### config.mk
export PLATFORM = sky130hd
export DESIGN_NAME = alarm_clock_core_flat
export DESIGN_NICKNAME = d
export VERILOG_FILES = /design/src/rtl/alarm_clock_core_if.sv /design/src/rtl/alarm_clock_core.sv /design/src/flat_wrapper.sv
export SDC_FILE = /design/constraint.sdc
export NUM_CORES = 1
export LEC_CHECK = 0
export BUFFER_PORTS_ARGS = -buffer_cell sky130_fd_sc_hd__buf_2
export CORE_ASPECT_RATIO = 0.6
export CORE_MARGIN = 3
export CORE_UTILIZATION = 56
export DETAILED_ROUTE_END_ITERATION = 12
export PLACE_DENSITY = 0.8
export SLEW_MARGIN = 10
export SYNTH_ARGS = -nofsm -noshare
export SYNTH_HDL_FRONTEND = slang
export SYNTH_SLANG_ARGS = --single-unit
### constraint.sdc
create_clock -name Pulse -period 2.4 [get_ports Pulse]
set_clock_uncertainty 0.15 [all_clocks]
set_input_delay 0.12 -clock Pulse [delete_from_list [all_inputs] [get_ports Pulse]]
set_output_delay 0.12 -clock Pulse [all_outputs]
set_load 0.1 [all_outputs]
### src/rtl/alarm_clock_core_if.sv
// ---------------------------------------------------------------------------
// alarm_clock_core_if
//   Groups the buttons, mode switches and displays of the alarm clock core.
//   master : the panel side (drives buttons/modes, reads time and alarm status)
//   slave  : the core side (reads buttons/modes, drives time and alarm status)
//   Signals:
//     Timeset, Alarmset        mode switches
//     Minadv, Hrsadv, Dayadv   advance buttons
//     Alarmon, Snooze          alarm arm and snooze button
//     AlarmDays[ND-1:0]        per-day alarm enable
//     TSec, TMin, THrs, TDay   current time
//     DispMin, DispHrs         display source (alarm or time)
//     Buzz, Snoozing           alarm status
// ---------------------------------------------------------------------------
interface alarm_clock_core_if #(
    parameter int ND = 7
);
    localparam int DW = (ND > 1) ? $clog2(ND) : 1;

    logic          Timeset;
    logic          Alarmset;
    logic          Minadv;
    logic          Hrsadv;
    logic          Dayadv;
    logic          Alarmon;
    logic          Snooze;
    logic [ND-1:0] AlarmDays;

    logic [6:0]    TSec;
    logic [6:0]    TMin;
    logic [6:0]    THrs;
    logic [DW-1:0] TDay;
    logic [6:0]    DispMin;
    logic [6:0]    DispHrs;
    logic          Buzz;
    logic          Snoozing;

    modport master (
        output Timeset, Alarmset, Minadv, Hrsadv, Dayadv, Alarmon, Snooze, AlarmDays,
        input  TSec, TMin, THrs, TDay, DispMin, DispHrs, Buzz, Snoozing
    );

    modport slave (
        input  Timeset, Alarmset, Minadv, Hrsadv, Dayadv, Alarmon, Snooze, AlarmDays,
        output TSec, TMin, THrs, TDay, DispMin, DispHrs, Buzz, Snoozing
    );
endinterface

### src/rtl/alarm_clock_core.sv
// ---------------------------------------------------------------------------
// alarm_clock_core
//   Seconds/minutes/hours/day clock with time-set and alarm-set modes and a
//   per-day alarm that rings, can be snoozed a limited number of times and
//   stops by itself after RING_S pulses.
//   Ports:
//     Pulse  : one clock per second, all state updates on its rising edge
//     Reset  : asynchronous, active-low reset
//     bus    : alarm_clock_core_if slave (buttons, modes, time, alarm status)
// ---------------------------------------------------------------------------
module alarm_clock_core #(
    parameter int NS         = 60,
    parameter int NM         = 60,
    parameter int NH         = 24,
    parameter int ND         = 7,
    parameter int SNOOZE_MIN = 9,
    parameter int RING_S     = 60,
    parameter int MAX_SNOOZE = 3
) (
    input  logic              Pulse,
    input  logic              Reset,
    alarm_clock_core_if.slave bus
);
    localparam int DW        = (ND > 1) ? $clog2(ND) : 1;
    localparam int RW        = (RING_S > 1) ? $clog2(RING_S) : 1;
    localparam int SNZ_LOAD  = SNOOZE_MIN * NS - 1;
    localparam int TW        = (SNZ_LOAD > 0) ? $clog2(SNZ_LOAD + 1) : 1;
    localparam int CW        = $clog2(MAX_SNOOZE + 1);

    localparam logic [6:0]    SEC_MAX  = 7'(NS - 1);
    localparam logic [6:0]    MIN_MAX  = 7'(NM - 1);
    localparam logic [6:0]    HRS_MAX  = 7'(NH - 1);
    localparam logic [DW-1:0] DAY_MAX  = DW'(ND - 1);
    localparam logic [RW-1:0] RING_END = RW'(RING_S - 1);
    localparam logic [TW-1:0] SNZ_INIT = TW'(SNZ_LOAD);
    localparam logic [CW-1:0] SNZ_MAX  = CW'(MAX_SNOOZE);

    typedef enum logic [1:0] {
        IDLE,
        RINGING,
        SNOOZE
    } alarm_state_e;

    function automatic logic [6:0] inc_wrap(input logic [6:0] v, input logic [6:0] max);
        return (v == max) ? 7'd0 : v + 7'd1;
    endfunction

    // Time-set wins over alarm-set when both switches are on.
    logic time_set;
    logic alarm_set;
    assign time_set  = bus.Timeset;
    assign alarm_set = bus.Alarmset & ~bus.Timeset;

    logic [6:0]    sec_q,  sec_d;
    logic [6:0]    min_q,  min_d;
    logic [6:0]    hrs_q,  hrs_d;
    logic [DW-1:0] day_q,  day_d;
    logic [6:0]    amin_q, amin_d;
    logic [6:0]    ahrs_q, ahrs_d;

    alarm_state_e  state_q, state_d;
    logic [RW-1:0] ring_cnt_q, ring_cnt_d;
    logic [TW-1:0] snz_tmr_q,  snz_tmr_d;
    logic [CW-1:0] snz_cnt_q,  snz_cnt_d;

    // ---------------- time and alarm registers ----------------
    always_comb begin
        // NOTE: every always_comb output gets a default first so no path leaves it unassigned (no latch).
        sec_d  = sec_q;
        min_d  = min_q;
        hrs_d  = hrs_q;
        day_d  = day_q;
        amin_d = amin_q;
        ahrs_d = ahrs_q;

        if (time_set) begin
            // Each field advances on its own button, wrapping without carry.
            sec_d = '0;
            if (bus.Minadv) min_d = inc_wrap(min_q, MIN_MAX);
            if (bus.Hrsadv) hrs_d = inc_wrap(hrs_q, HRS_MAX);
            if (bus.Dayadv) day_d = (day_q == DAY_MAX) ? '0 : day_q + DW'(1);
        end else begin
            sec_d = inc_wrap(sec_q, SEC_MAX);
            if (sec_q == SEC_MAX) begin
                min_d = inc_wrap(min_q, MIN_MAX);
                if (min_q == MIN_MAX) begin
                    hrs_d = inc_wrap(hrs_q, HRS_MAX);
                    if (hrs_q == HRS_MAX)
                        day_d = (day_q == DAY_MAX) ? '0 : day_q + DW'(1);
                end
            end
        end

        if (alarm_set) begin
            if (bus.Minadv) amin_d = inc_wrap(amin_q, MIN_MAX);
            if (bus.Hrsadv) ahrs_d = inc_wrap(ahrs_q, HRS_MAX);
        end
    end

    // ---------------- alarm FSM ----------------
    logic alarm_match;
    assign alarm_match = bus.Alarmon && !time_set && (sec_q == '0) &&
                         (min_q == amin_q) && (hrs_q == ahrs_q) && bus.AlarmDays[day_q];

    always_comb begin
        state_d    = state_q;
        ring_cnt_d = ring_cnt_q;
        snz_tmr_d  = snz_tmr_q;
        snz_cnt_d  = snz_cnt_q;

        unique case (state_q)
            IDLE: begin
                if (alarm_match) begin
                    state_d    = RINGING;
                    ring_cnt_d = '0;
                    snz_cnt_d  = '0;
                end
            end
            RINGING: begin
                ring_cnt_d = ring_cnt_q + RW'(1);
                if (time_set || !bus.Alarmon) begin
                    state_d = IDLE;
                end else if (bus.Snooze && (snz_cnt_q < SNZ_MAX)) begin
                    state_d   = SNOOZE;
                    snz_tmr_d = SNZ_INIT;
                    snz_cnt_d = snz_cnt_q + CW'(1);
                end else if (ring_cnt_q == RING_END) begin
                    state_d = IDLE;
                end
            end
            SNOOZE: begin
                snz_tmr_d = snz_tmr_q - TW'(1);
                if (time_set || !bus.Alarmon) begin
                    state_d = IDLE;
                end else if (snz_tmr_q == '0) begin
                    // Re-ring exactly SNOOZE_MIN*NS pulses after the snooze edge.
                    state_d    = RINGING;
                    ring_cnt_d = '0;
                end
            end
            default: state_d = IDLE;
        endcase
    end

    always_ff @(posedge Pulse or negedge Reset) begin
        if (!Reset) begin
            sec_q      <= '0;
            min_q      <= '0;
            hrs_q      <= '0;
            day_q      <= '0;
            amin_q     <= '0;
            ahrs_q     <= '0;
            state_q    <= IDLE;
            ring_cnt_q <= '0;
            snz_tmr_q  <= '0;
            snz_cnt_q  <= '0;
        end else begin
            // NOTE: state registers use non-blocking assignments so every flop samples pre-edge values.
            sec_q      <= sec_d;
            min_q      <= min_d;
            hrs_q      <= hrs_d;
            day_q      <= day_d;
            amin_q     <= amin_d;
            ahrs_q     <= ahrs_d;
            state_q    <= state_d;
            ring_cnt_q <= ring_cnt_d;
            snz_tmr_q  <= snz_tmr_d;
            snz_cnt_q  <= snz_cnt_d;
        end
    end

    // ---------------- outputs ----------------
    // Buzz/Snoozing decode straight from the state flop, so reset clears them
    // at once and release cannot glitch them.
    assign bus.TSec     = sec_q;
    assign bus.TMin     = min_q;
    assign bus.THrs     = hrs_q;
    assign bus.TDay     = day_q;
    assign bus.DispMin  = alarm_set ? amin_q : min_q;
    assign bus.DispHrs  = alarm_set ? ahrs_q : hrs_q;
    assign bus.Buzz     = (state_q == RINGING);
    assign bus.Snoozing = (state_q == SNOOZE);

endmodule
### src/flat_wrapper.sv
// flat-port wrapper written by rule: the top's interface ports become plain ports
module alarm_clock_core_flat 
#(
    parameter int NS         = 60,
    parameter int NM         = 60,
    parameter int NH         = 24,
    parameter int ND         = 7,
    parameter int SNOOZE_MIN = 9,
    parameter int RING_S     = 60,
    parameter int MAX_SNOOZE = 3
)
  (Pulse, Reset, bus_Timeset, bus_Alarmset, bus_Minadv, bus_Hrsadv, bus_Dayadv, bus_Alarmon, bus_Snooze, bus_AlarmDays, bus_TSec, bus_TMin, bus_THrs, bus_TDay, bus_DispMin, bus_DispHrs, bus_Buzz, bus_Snoozing);
  alarm_clock_core_if #(.ND(ND)) bus_i ();
  input  logic Pulse;
  input  logic Reset;
  input wire logic [$bits(bus_i.Timeset)-1:0] bus_Timeset;
  input wire logic [$bits(bus_i.Alarmset)-1:0] bus_Alarmset;
  input wire logic [$bits(bus_i.Minadv)-1:0] bus_Minadv;
  input wire logic [$bits(bus_i.Hrsadv)-1:0] bus_Hrsadv;
  input wire logic [$bits(bus_i.Dayadv)-1:0] bus_Dayadv;
  input wire logic [$bits(bus_i.Alarmon)-1:0] bus_Alarmon;
  input wire logic [$bits(bus_i.Snooze)-1:0] bus_Snooze;
  input wire logic [$bits(bus_i.AlarmDays)-1:0] bus_AlarmDays;
  output wire logic [$bits(bus_i.TSec)-1:0] bus_TSec;
  output wire logic [$bits(bus_i.TMin)-1:0] bus_TMin;
  output wire logic [$bits(bus_i.THrs)-1:0] bus_THrs;
  output wire logic [$bits(bus_i.TDay)-1:0] bus_TDay;
  output wire logic [$bits(bus_i.DispMin)-1:0] bus_DispMin;
  output wire logic [$bits(bus_i.DispHrs)-1:0] bus_DispHrs;
  output wire logic [$bits(bus_i.Buzz)-1:0] bus_Buzz;
  output wire logic [$bits(bus_i.Snoozing)-1:0] bus_Snoozing;
  assign bus_i.Timeset = bus_Timeset;
  assign bus_i.Alarmset = bus_Alarmset;
  assign bus_i.Minadv = bus_Minadv;
  assign bus_i.Hrsadv = bus_Hrsadv;
  assign bus_i.Dayadv = bus_Dayadv;
  assign bus_i.Alarmon = bus_Alarmon;
  assign bus_i.Snooze = bus_Snooze;
  assign bus_i.AlarmDays = bus_AlarmDays;
  assign bus_TSec = bus_i.TSec;
  assign bus_TMin = bus_i.TMin;
  assign bus_THrs = bus_i.THrs;
  assign bus_TDay = bus_i.TDay;
  assign bus_DispMin = bus_i.DispMin;
  assign bus_DispHrs = bus_i.DispHrs;
  assign bus_Buzz = bus_i.Buzz;
  assign bus_Snoozing = bus_i.Snoozing;
  alarm_clock_core #(.NS(NS), .NM(NM), .NH(NH), .ND(ND), .SNOOZE_MIN(SNOOZE_MIN), .RING_S(RING_S), .MAX_SNOOZE(MAX_SNOOZE)) u_core (.Pulse(Pulse), .Reset(Reset), .bus(bus_i));
endmodule
# Word level (Yosys, flattened, before mapping)
# Index checks and enable logic that the tools add are counted.
dict set report totals {
  inputBits 16
  output_inout_bits 40
  reg_bits 58
  elab_cells 112
}
dict set report classes {
  n_addsub 9
  bitwise_logic 2
  eq_ne 21
  reduce_logical 27
  mux 41
  magnitude_cmp 2
}
# operator count
set op_table {}
lappend op_table {{7-bit 2-to-1 mux} 15}
lappend op_table {{7-bit by 1-bit adder with 7-bit output (second input constant)} 5}
lappend op_table {{7-bit by 6-bit == test with 1-bit output (second input constant)} 3}
lappend op_table {{10-bit 2-to-1 mux} 2}
lappend op_table {{10-bit one-hot mux with 2 select lines} 1}
lappend op_table {{2-bit 2-to-1 mux} 9}
lappend op_table {{3-bit 2-to-1 mux} 6}
lappend op_table {{6-bit 2-to-1 mux} 3}
lappend op_table {{6-bit one-hot mux with 3 select lines} 1}
lappend op_table {{7-bit by 5-bit == test with 1-bit output (second input constant)} 2}
lappend op_table {{7-bit == test} 2}
lappend op_table {{2-bit by 1-bit != test with 1-bit output (second input constant)} 6}
lappend op_table {{4-bit AND reduction} 3}
lappend op_table {{10-bit logical NOT} 1}
lappend op_table {{2-bit nonzero test} 5}
lappend op_table {{10-bit by 1-bit subtractor with 10-bit output (second input constant)} 1}
lappend op_table {{3-bit AND reduction} 3}
lappend op_table {{7-bit logical NOT} 1}
lappend op_table {{6-bit by 1-bit adder with 6-bit output (second input constant)} 1}
lappend op_table {{6-bit == test (second input constant)} 1}
lappend op_table {{1-bit logical AND} 6}
lappend op_table {{2-bit one-hot mux with 3 select lines} 1}
lappend op_table {{2-bit AND reduction} 3}
lappend op_table {{3-bit by 4-bit less-than comparator with 1-bit output (second input constant)} 1}
lappend op_table {{other kinds (18)} 20}

# Logic depth before layout (Yosys ltp)
# Gate-level depths: netlist of run 1.
dict set report depth {
  word_depth 8
  ltp_mapped 7
  depth_no_buf 6
}

# Worst setup path before layout of run 1
# No wires, ideal clock.
dict set report synth_path {
  path_type {reg2out}
  from {reg u_core.hrs_q[1], in the netlist u_core.bus.THrs[1]}
  to {out bus_DispHrs[1]}
  arrival_ns 3.227
  setup_slack_ns -1.097
  n_path_buf 0
  t_required_ns 2.130
  path_stages_with_launch 3
  cell_sequence {dfrtp_1 inv_1 o21ai_0}
}
dict set report synth_via {
  elab_chain_len 1
}
# element line_no
set synth_rtl {}
lappend synth_rtl {{from (decl)} alarm_clock_core.sv:56} ;# logic [6:0] hrs_q, hrs_d;
lappend synth_rtl {{from (signal assigned)} alarm_clock_core.sv:161} ;# hrs_q <= hrs_d;
lappend synth_rtl {{7-bit 2-to-1 mux} alarm_clock_core.sv:180} ;# assign bus.DispHrs = alarm_set ? ahrs_q : hrs_q;
lappend synth_rtl {{to (decl)} flat_wrapper.sv:29} ;# output wire logic [$bits(bus_i.DispHrs)-1:0] bus_DispHrs;
# No other way between the ends.

# Final worst setup path of run 1
dict set report layout_path {
  from {reg u_core.sec_q[0], in the netlist u_core.bus.TSec[0]}
  to {reg u_core.min_q[2], in the netlist u_core.bus.TMin[2]}
}
dict set report layout_via {
  elab_chain_len 3
}
# element line_no
set layout_rtl {}
lappend layout_rtl {{from (decl)} alarm_clock_core.sv:54} ;# logic [6:0] sec_q, sec_d;
lappend layout_rtl {{from (signal assigned)} alarm_clock_core.sv:147} ;# sec_q <= '0;
lappend layout_rtl {{from (signal assigned)} alarm_clock_core.sv:159} ;# sec_q <= sec_d;
lappend layout_rtl {{7-bit by 6-bit == test with 1-bit output} alarm_clock_core.sv:84} ;# if (sec_q == SEC_MAX) begin
lappend layout_rtl {{2-bit nonzero test (no line)} --}
lappend layout_rtl {{2-bit AND reduction (no line)} --}
lappend layout_rtl {{to (signal assigned)} alarm_clock_core.sv:160} ;# min_q <= min_d;
lappend layout_rtl {{to (decl)} alarm_clock_core.sv:55} ;# logic [6:0] min_q, min_d;
# No other way between the ends.
# A chain may end at the register's enable or synchronous reset.

==> run metrics, run 1 <==
CP Class=reg2reg; Post-Syn Instances=around 340; switching share of total power=50.3%; final setup fails=0; R2R depth=6; Routed WL per cell=16.5 um; Final Instance Area=approximately 4200 sq um; layout cell share with drive strength beyond 1=32.0%; maximum clock rate=450 MHz; final core utilization=75.0%; clock power share=between 20% and 30%; flops & latches, synth=just under 60; Placed Instances=between 400 and 500; Slew HR=62.1%; Iter 0 DRT Violations=142; core area=5650 sq um; CTS tree=done; DRC violations left=0; hold slack final=~0.013 ns; ys async rst share=100%; status=complete, no violations; Clk Tree Root Cell=clkbuf_8; Max FO, Critical Path=13; clk sink count=58; CP max stage delay=0.52 ns; synthesized area per cell=9.83 sq um; CP max stage cell=or4_4; Seq pwr share=about 30%; top cells by area, synth=dfrtp_1, xnor2_1, mux2_2, nand3_1, xor2_1; Starting Density=59.0%; die width=106 um; WP data required=2.52 ns; routability cong.=0.888; Buffers on Ports=55; RR Startpoint=u_core.bus.TSec[0]$_DFF_PN0_; largest area contributor in the netlist=dfrtp_1; clock transition at the registers of the reported paths=0.07 ns; Synth top area share=a little over two fifths; Fin. Hold Viols=0; leading register cell type out of synthesis=dfrtp_1; setup TNS=0 ns; GRT Resource Usage Total=24.7%; # diodes=0; Area Overhead vs Synth=27.2%; reg2reg setup slack=0.18 ns; Hold Crit Start=bus_Timeset; row count=21; fin worst setup slack=0.180 ns; vias in the first global route=~2700; hold path endpoint=u_core.bus.TSec[6]$_DFF_PN0_; Post-DP Area=3980 sq um; Distinct cells, synth=51; Setup crit end kind=register; Initial DRT Pass Iterations=6; overall power=5.35 mW; critical path data arrival time=roughly 2.3 ns; Routed Antenna Nets=0; reg-to-reg endpoint=u_core.bus.TMin[2]$_DFFE_PN0P_; period utilisation layout=92.5%; sequential fraction of the synthesis area=43.6%; CP Cell Sequence=ha_4, nand2_1, or4_4, o21a_1, or3_1, o21ai_1; via count=2839; Tightest Pin Transition=0.560 ns; io pins=56; unrepaired setup endpoints after global routing=no; clk_lat worst skew=0.34 ns; largest net degree at the start of global routing=38; HP Class=in2reg; synthesis warning total=0; pre-CTS setup slack=0.191 ns; HPWL Detailed=5760 um; Synth Net Count=approximately 370; Net Switching=2.69 mW; area of the die=6940 sq um; Num CTS Buffers=9; Post-synth EDFFs=0; post-route minimum period=approximately 2.2 ns; GR Overflow Total=0; Power Internal=between 2 and 3 mW; initial antenna violation count=0; CTS max path bufs=2; H-tree Lvls=3; # Post-CTS Setup Buffers=0; Post-Syn Area=between 3000 and 4000 sq um; Avg Vias per Cell=5.84; worst vdd ir=1.28 mV; static leakage=slightly below 2 nW; Worst Hold Path Cells=2; Final Non-Filler Cells=approximately 490; first-pass GRT wire length=13200 um; CP Launch Type=register; combinational power share=50.5%; Routed WL=8040 um; die height=approximately 66 um; fin nets=427; Power Density=roughly 1300 nW/um^2; Slew Limit Fails=0; MaxCap Viol Count=0
==> kinds of logic after synthesis <==
logic type | Yosys count | synth area share [%]
compound gates | 61 | 12.3
xor+xnor | 34 | 8.94
fa+ha+maj | 10 | 3.76
buf+inv | 24 | 2.97
flops | 58 | 43.6
mux | 20 | 7.06
simple gates | 132 | 21.4
==> layout make-up <==
type,instances,area [sq um]
Multi-Input combinational cell,257,1800
Tap cell,80,100
Timing Repair Buffer,65,578
Clock buffer,12,165
Sequential cell,58,1490
Clock inverter,4,72.6
Inverter,10,37.5
Fill cell,388,1410
==> critical path: cells and delay by family, from the launching register on <==
| family | cells | cell delay, ns |
|---|---|---|
| flip-flops | 1 | 0.45 |
| AND/OR/NAND/NOR | 3 | 0.96 |
| AO/OA/AOI/OAI | 2 | 0.44 |
| adder cells (fa/ha/maj) | 1 | 0.16 |
==> what timing repair did <==
action / 4_1_cts / 5_1_grt
hold endpoints to repair: 23 / 0
gates resized for setup: 0 / 0
hold buffers: 2 / 0
==> synth_stat cells (2+ instances only) <==
master    instances
o41ai_1           2
nor4b_1           3
nand2_1          32
nor2b_1           4
o211ai_1          2
ha_1             10
nor4_1            2
nand4_1           7
or4_1             2
o21ai_1           3
a21bo_2           2
a21oi_1           3
o31ai_1           4
o21ai_0          22
o21a_1            2
nor3_1            6
mux2i_1           4
buf_4             2
xnor2_1          19
or3_1             2
inv_1            10
clkbuf_1         10
nor3b_1           3
nand4b_1          2
nor2_1           14
and3_1            8
nand2b_1          4
dfrtp_1          58
a31oi_1           3
o22ai_1           7
a21o_1            6
nand3_1          31
xor2_1           15
mux2_2           14
nor4_2            2
and2_1            4
==> power by group through the flow <==
| stage | Combinational [mW] | Clock (mW) | Sequential (mW) |
|---|---|---|---|
| floorplan | 1.35 | 0 | 2.21 |
| global placement | 2.66 | 0 | 1.56 |
| detailed placement | 2.68 | 0 | 1.58 |
| CTS | 2.71 | 1.08 | 1.57 |
| global route | 2.81 | 1.13 | 1.62 |
| finish | 2.70 | 1.07 | 1.58 |
==> state kept, by name (all words and copies together), names as in the netlist <==
name               cells
u_core.snz_tmr_q      10
u_core.ahrs_q          7
u_core.amin_q          7
u_core.bus.THrs        7
u_core.bus.TMin        7
u_core.bus.TSec        7
u_core.ring_cnt_q      6
u_core.bus.TDay        3
u_core.snz_cnt_q       2
u_core.state_q         2
==> how the worst max path moves through the flow <==
stage | start | endpoint | depth (start not counted)
2_1_floorplan | u_core.bus.TSec[0]$_DFF_PN0_ | u_core.bus.THrs[6]$_DFFE_PN0P_ | 7
3_3_place_gp | u_core.bus.TSec[0]$_DFF_PN0_ | u_core.bus.TMin[2]$_DFFE_PN0P_ | 6
3_5_place_dp | u_core.bus.TSec[0]$_DFF_PN0_ | u_core.bus.TMin[2]$_DFFE_PN0P_ | 6
4_1_cts | u_core.bus.TSec[0]$_DFF_PN0_ | u_core.bus.TMin[2]$_DFFE_PN0P_ | 6
5_1_grt | u_core.bus.TSec[0]$_DFF_PN0_ | u_core.bus.TMin[2]$_DFFE_PN0P_ | 6
6_report | u_core.bus.TSec[0]$_DFF_PN0_ | u_core.bus.TMin[2]$_DFFE_PN0P_ | 6
==> layer usage <==
metal	track usage [%]	wire length, um
met5	0	0
met4	9.21	129
met3	7.26	545
met2	36.1	3580
met1	34.8	3780
==> placed cells by master (no fill, tap or decap), types with 6 or more instances in the layout <==
cell / n
inv_1: 10
a21o_1: 6
nand2_1: 32
buf_2: 41
buf_12: 15
dfrtp_1: 35
o22ai_1: 7
nor2_1: 14
o21ai_0: 21
and3_1: 8
clkbuf_8: 12
ha_1: 9
xor2_1: 15
nand3_1: 31
mux2_2: 14
nand4_1: 7
dfrtp_2: 21
buf_4: 7
nor3_1: 6
xnor2_1: 19
(Power assumes the default switching activity.)
==> run 2, diff against run 1 <==
- CORE_UTILIZATION: 56 -> 45
- CTS_BUF_LIST: default -> sky130_fd_sc_hd__clkbuf_16
- PLACE_DENSITY: 0.8 -> 0.67
==> run metrics, run 2 (synthesis results as in run 1) <==
status=complete, no violations; Starting Density=48.2%; Avg Vias per Cell=between 5 and 6; Num CTS Buffers=9; row count=23; pre-CTS setup slack=0.175 ns; switching share of total power=52.0%; setup TNS=0 ns; clock power share=21.2%; routability cong.=0.830; CTS tree=done; Setup crit end kind=register; Area Overhead vs Synth=21.6%; Routed WL per cell=16.5 um; clk sink count=58; period utilisation layout=92.4%; fin worst setup slack=0.181 ns; largest net degree at the start of global routing=59; H-tree Lvls=3; layout cell share with drive strength beyond 1=30.7%; via count=2749; commonest non-fill, non-tap cell in the layout=buf_2; Tightest Pin Transition=0.533 ns; critical path data arrival time=approximately 2.3 ns; Biggest register=u_core.snz_tmr_q; WP data required=2.50 ns; first-pass GRT wire length=13600 um; GRT Resource Usage Total=20.9%; Max FO, Critical Path=13; die height=just over 70 um; initial antenna violation count=0; MaxCap Viol Count=0; worst vdd ir=between 0.8 and 0.9 mV; vias in the first global route=2645; post-route minimum period=2.22 ns; Slew Limit Fails=0; HPWL Detailed=5850 um; Power Internal=2.43 mW; fin nets=426; Power Density=roughly 1200 nW/um^2; Post-DP Area=3790 sq um; unrepaired setup endpoints after global routing=no; io pins=56; Initial DRT Pass Iterations=5; Seq pwr share=31.3%; # Post-CTS Setup Buffers=0; CP Launch Type=register; static leakage=1.89 nW; CP Class=reg2reg; maximum clock rate=451 MHz; Fin. Hold Viols=0; commonest cells after routing, fill and taps aside=buf_2, dfrtp_1, nand2_1; DRC violations left=0; final setup fails=0; Net Switching=between 2 and 3 mW; Routed WL=8080 um; area of the die=8500 sq um; # diodes=0; Iter 0 DRT Violations=193; Final Instance Area=4050 sq um; Clk Tree Root Cell=clkbuf_16; clk_lat worst skew=0.33 ns; combinational power share=47.5%; die width=117 um; Slew HR=64.0%; clock transition at the registers of the reported paths=0.05 ns; Routed Antenna Nets=0; overall power=roughly 5 mW; Buffers on Ports=55; max reg flops=10; core area=approximately 6900 sq um; CTS max path bufs=2; GR Overflow Total=0; HP Class=in2reg
[run 2: cell count changes in the layout (fill, tap and decap cells not counted), sizes merged]
cell         before  now
clkbuf           12    9
clkinvlp          1    0
bufinv            2    0
clkinv            1    2
dlygate4sd3       2    1
inv              10   14
[run 2: power by group through the flow]
| stage | sequential, mW | clock (mW) | combinational, mW |
|---|---|---|---|
| after floorplan | 2.21 | 0 | 1.35 |
| after global placement | 1.57 | 0 | 2.39 |
| after detailed placement | 1.59 | 0 | 2.41 |
| after CTS | 1.58 | 1.09 | 2.42 |
| after global routing | 1.64 | 1.15 | 2.54 |
| final | 1.58 | 1.07 | 2.40 |
[run 2: through the flow]
| step | cells | hold slack, ns | utilization (%) |
|---|---|---|---|
| final | 491 | 0.0106 | 58.6 |
| after global routing | 491 | 0.0112 | 58.6 |
| after CTS | 491 | 0.00400 | 58.6 |
| after detailed placement | 475 | -0.000216 | 54.9 |
| after global placement | 475 | 0.00140 | 54.9 |
| after floorplan | 339 | -0.326 | - |
[run 2: path summary, 6_finish.rpt]
kind                       cells after the start                               to  slack (ns)                       startpoint
max in group asynchronous                      3     u_core.bus.TSec[1]$_DFF_PN0_        1.64                            Reset
hold reg to reg                                1  u_core.snz_tmr_q[0]$_DFFE_PN0P_        0.31  u_core.snz_tmr_q[0]$_DFFE_PN0P_
min in group asynchronous                      3     u_core.ahrs_q[4]$_DFFE_PN0P_        0.17                            Reset
setup reg to reg                               6   u_core.bus.TMin[2]$_DFFE_PN0P_        0.18     u_core.bus.TSec[0]$_DFF_PN0_
setup / recovery                               6   u_core.bus.TMin[2]$_DFFE_PN0P_        0.18     u_core.bus.TSec[0]$_DFF_PN0_
hold / removal                                 3     u_core.ahrs_q[2]$_DFFE_PN0P_        0.01                       bus_Hrsadv
[run 2: metal layers]
layer / vias up / global-route usage [%] / part of all wire (%)
met5: - / 0 / 0
met4: 0 / 6.23 / 0.74
met3: 6 / 6.05 / 5.4
met2: 81 / 28.4 / 42
met1: 1318 / 31.9 / 51
li1: 1344 / - / -
[run 2: worst max-delay path, cell delays in order, from the launching register on]
cell	delay, ns
dfrtp_4	0.44
ha_4	0.15
nand2_1	0.05
or4_4	0.52
o21a_1	0.32
or3_1	0.39
o21ai_1	0.12
[run 2: cell type report]
cell class	count	area, sq um
Clock buffer	9	225
Clock inverter	6	23.8
Fill cell	632	2860
Inverter	10	37.5
Multi-Input combinational cell	257	1800
Sequential cell	58	1490
Tap cell	87	109
Timing Repair Buffer	64	373
[run 2: timing repair]
item | 4_1_cts | 5_1_grt
endpoints found under the hold margin | 58 | 0
gates resized for setup | 0 | 0
endpoints found under the setup margin | 0 | 0
hold buffers | 1 | 0
==> run 3, diff against run 2 <==
- CTS_CLUSTER_SIZE: default -> 28
- clock period: 2.4 -> 2.78 ns (I/O delays scaled with it)
==> run metrics, run 3 (synthesis results as in run 1) <==
period utilisation layout=82.4%; Routed WL=8030 um; # Post-CTS Setup Buffers=0; CTS max path bufs=2; hold slack final=0.0140 ns; commonest cells after routing, fill and taps aside=dfrtp_1, buf_2, nand2_1; fin nets=~420; largest net degree at the start of global routing=23; Slew HR=49.1%; Power Density=roughly 1100 nW/um^2; fin worst setup slack=0.490 ns; post-route minimum period=2.29 ns; io pins=56; reg2reg setup slack=around 0.5 ns; unrepaired setup endpoints after global routing=no; CP max stage delay=0.52 ns; Iter 0 DRT Violations=228; CP Class=reg2reg; Initial DRT Pass Iterations=4; WP buf/inv=0; final setup fails=0; Max FO, Critical Path=5; met3 wire length=530 um; die height=72.6 um; status=complete, no violations; pre-CTS setup slack=0.479 ns; max reg flops=10; MaxCap Viol Count=0; Slew Limit Fails=0; Routed Antenna Nets=0; worst vdd ir=0.819 mV; top layer in use=met4; first-pass GRT wire length=13500 um; Avg Vias per Cell=5.63; Area Overhead vs Synth=26.8%; Buffers on Ports=55; routed wl met2=~3400 um; CP Cell Sequence=ha_1, nand2_1, or4_4, o41ai_4, mux2_4; WP data required=approximately 2.8 ns; Post-DP Area=roughly 3900 sq um; GRT Resource Usage Total=20.4%; Clk Tree Root Cell=clkbuf_16; HPWL Detailed=just under 6000 um; via count=2754; DRC violations left=0; setup TNS=0 ns; GR Overflow Total=0; static leakage=1.97 nW; area of the die=8500 sq um; commonest non-fill, non-tap cell in the layout=dfrtp_1; clk_lat worst skew=approximately 0.32 ns; # diodes=0; clock transition at the registers of the reported paths=0.05 ns; Setup crit end kind=register; vias in the first global route=2595; final core utilization=61.2%; critical path data arrival time=about 2.4 ns; CP delay by family, top=simple AND/OR/NAND/NOR gates; layout cell share with drive strength beyond 1=approximately a quarter; maximum clock rate=approximately 440 MHz; die width=between 100 and 150 um; Final Instance Area=approximately 4200 sq um; HP Class=in2reg; routability cong.=0.832; Fin. Hold Viols=0; Biggest register=u_core.snz_tmr_q; met1 WL=roughly 4000 um; Num CTS Buffers=9; CP Launch Type=register; Routed WL per cell=16.4 um; CP max stage cell=or4_4; clk sink count=58; H-tree Lvls=3; Starting Density=48.2%; Tightest Pin Transition=0.761 ns; row count=23; core area=a little under 7000 sq um; Post-CTS Resized=0; CTS tree=done; initial antenna violation count=0
[run 3: final timing paths]
| check | cells past startpoint | start | endpoint |
|---|---|---|---|
| min reg2reg | 1 | u_core.snz_tmr_q[0]$_DFFE_PN0P_ | u_core.snz_tmr_q[0]$_DFFE_PN0P_ |
| min | 3 | bus_Hrsadv | u_core.ahrs_q[2]$_DFFE_PN0P_ |
| max reg2reg | 5 | u_core.bus.TSec[0]$_DFF_PN0_ | u_core.bus.TDay[0]$_DFFE_PN0P_ |
| max in group asynchronous | 3 | Reset | u_core.bus.TSec[0]$_DFF_PN0_ |
| max | 5 | u_core.bus.TSec[0]$_DFF_PN0_ | u_core.bus.TDay[0]$_DFFE_PN0P_ |
| min in group asynchronous | 2 | Reset | u_core.amin_q[5]$_DFFE_PN0P_ |
[run 3: area by class of cell]
type / count / area [sq um]
Clock inverter: 7 / 85.1
Timing Repair Buffer: 61 / 533
Fill cell: 572 / 2680
Sequential cell: 58 / 1450
Clock buffer: 9 / 225
Multi-Input combinational cell: 257 / 1780
Inverter: 10 / 37.5
Tap cell: 87 / 109
[run 3: power by group]
| group | leakage, nW | internal (mW) | total, mW | switching [mW] |
|---|---|---|---|---|
| logic | 1.13 | 0.683 | 2.31 | 1.63 |
| clock network | 0.154 | 0.773 | 1.14 | 0.368 |
| registers | 0.691 | 1.01 | 1.35 | 0.344 |
[run 3: per-layer routing]
layer | GRT usage (%) | up-vias
met2 | 29.0 | 78
met4 | 4.45 | 0
li1 | - | 1339
met5 | 0 | -
met1 | 30.4 | 1326
met3 | 6.63 | 11
[run 3: per-stage QoR]
stage	instances	total power, mW
2_1_floorplan	339	3.05
3_3_place_gp	472	3.63
3_5_place_dp	472	3.67
4_1_cts	489	4.82
5_1_grt	489	5.02
6_report	489	4.80
[run 3: what timing repair did]
action,in CTS,in global routing
hold buffers,1,0
endpoints found under the hold margin,14,0
endpoints found under the setup margin,0,0
[run 3: worst reg2reg max path: stages (launching register included)]
cell,delay (ns)
dfrtp_2,0.39
ha_1,0.21
nand2_1,0.07
or4_4,0.52
o41ai_4,0.50
mux2_4,0.34
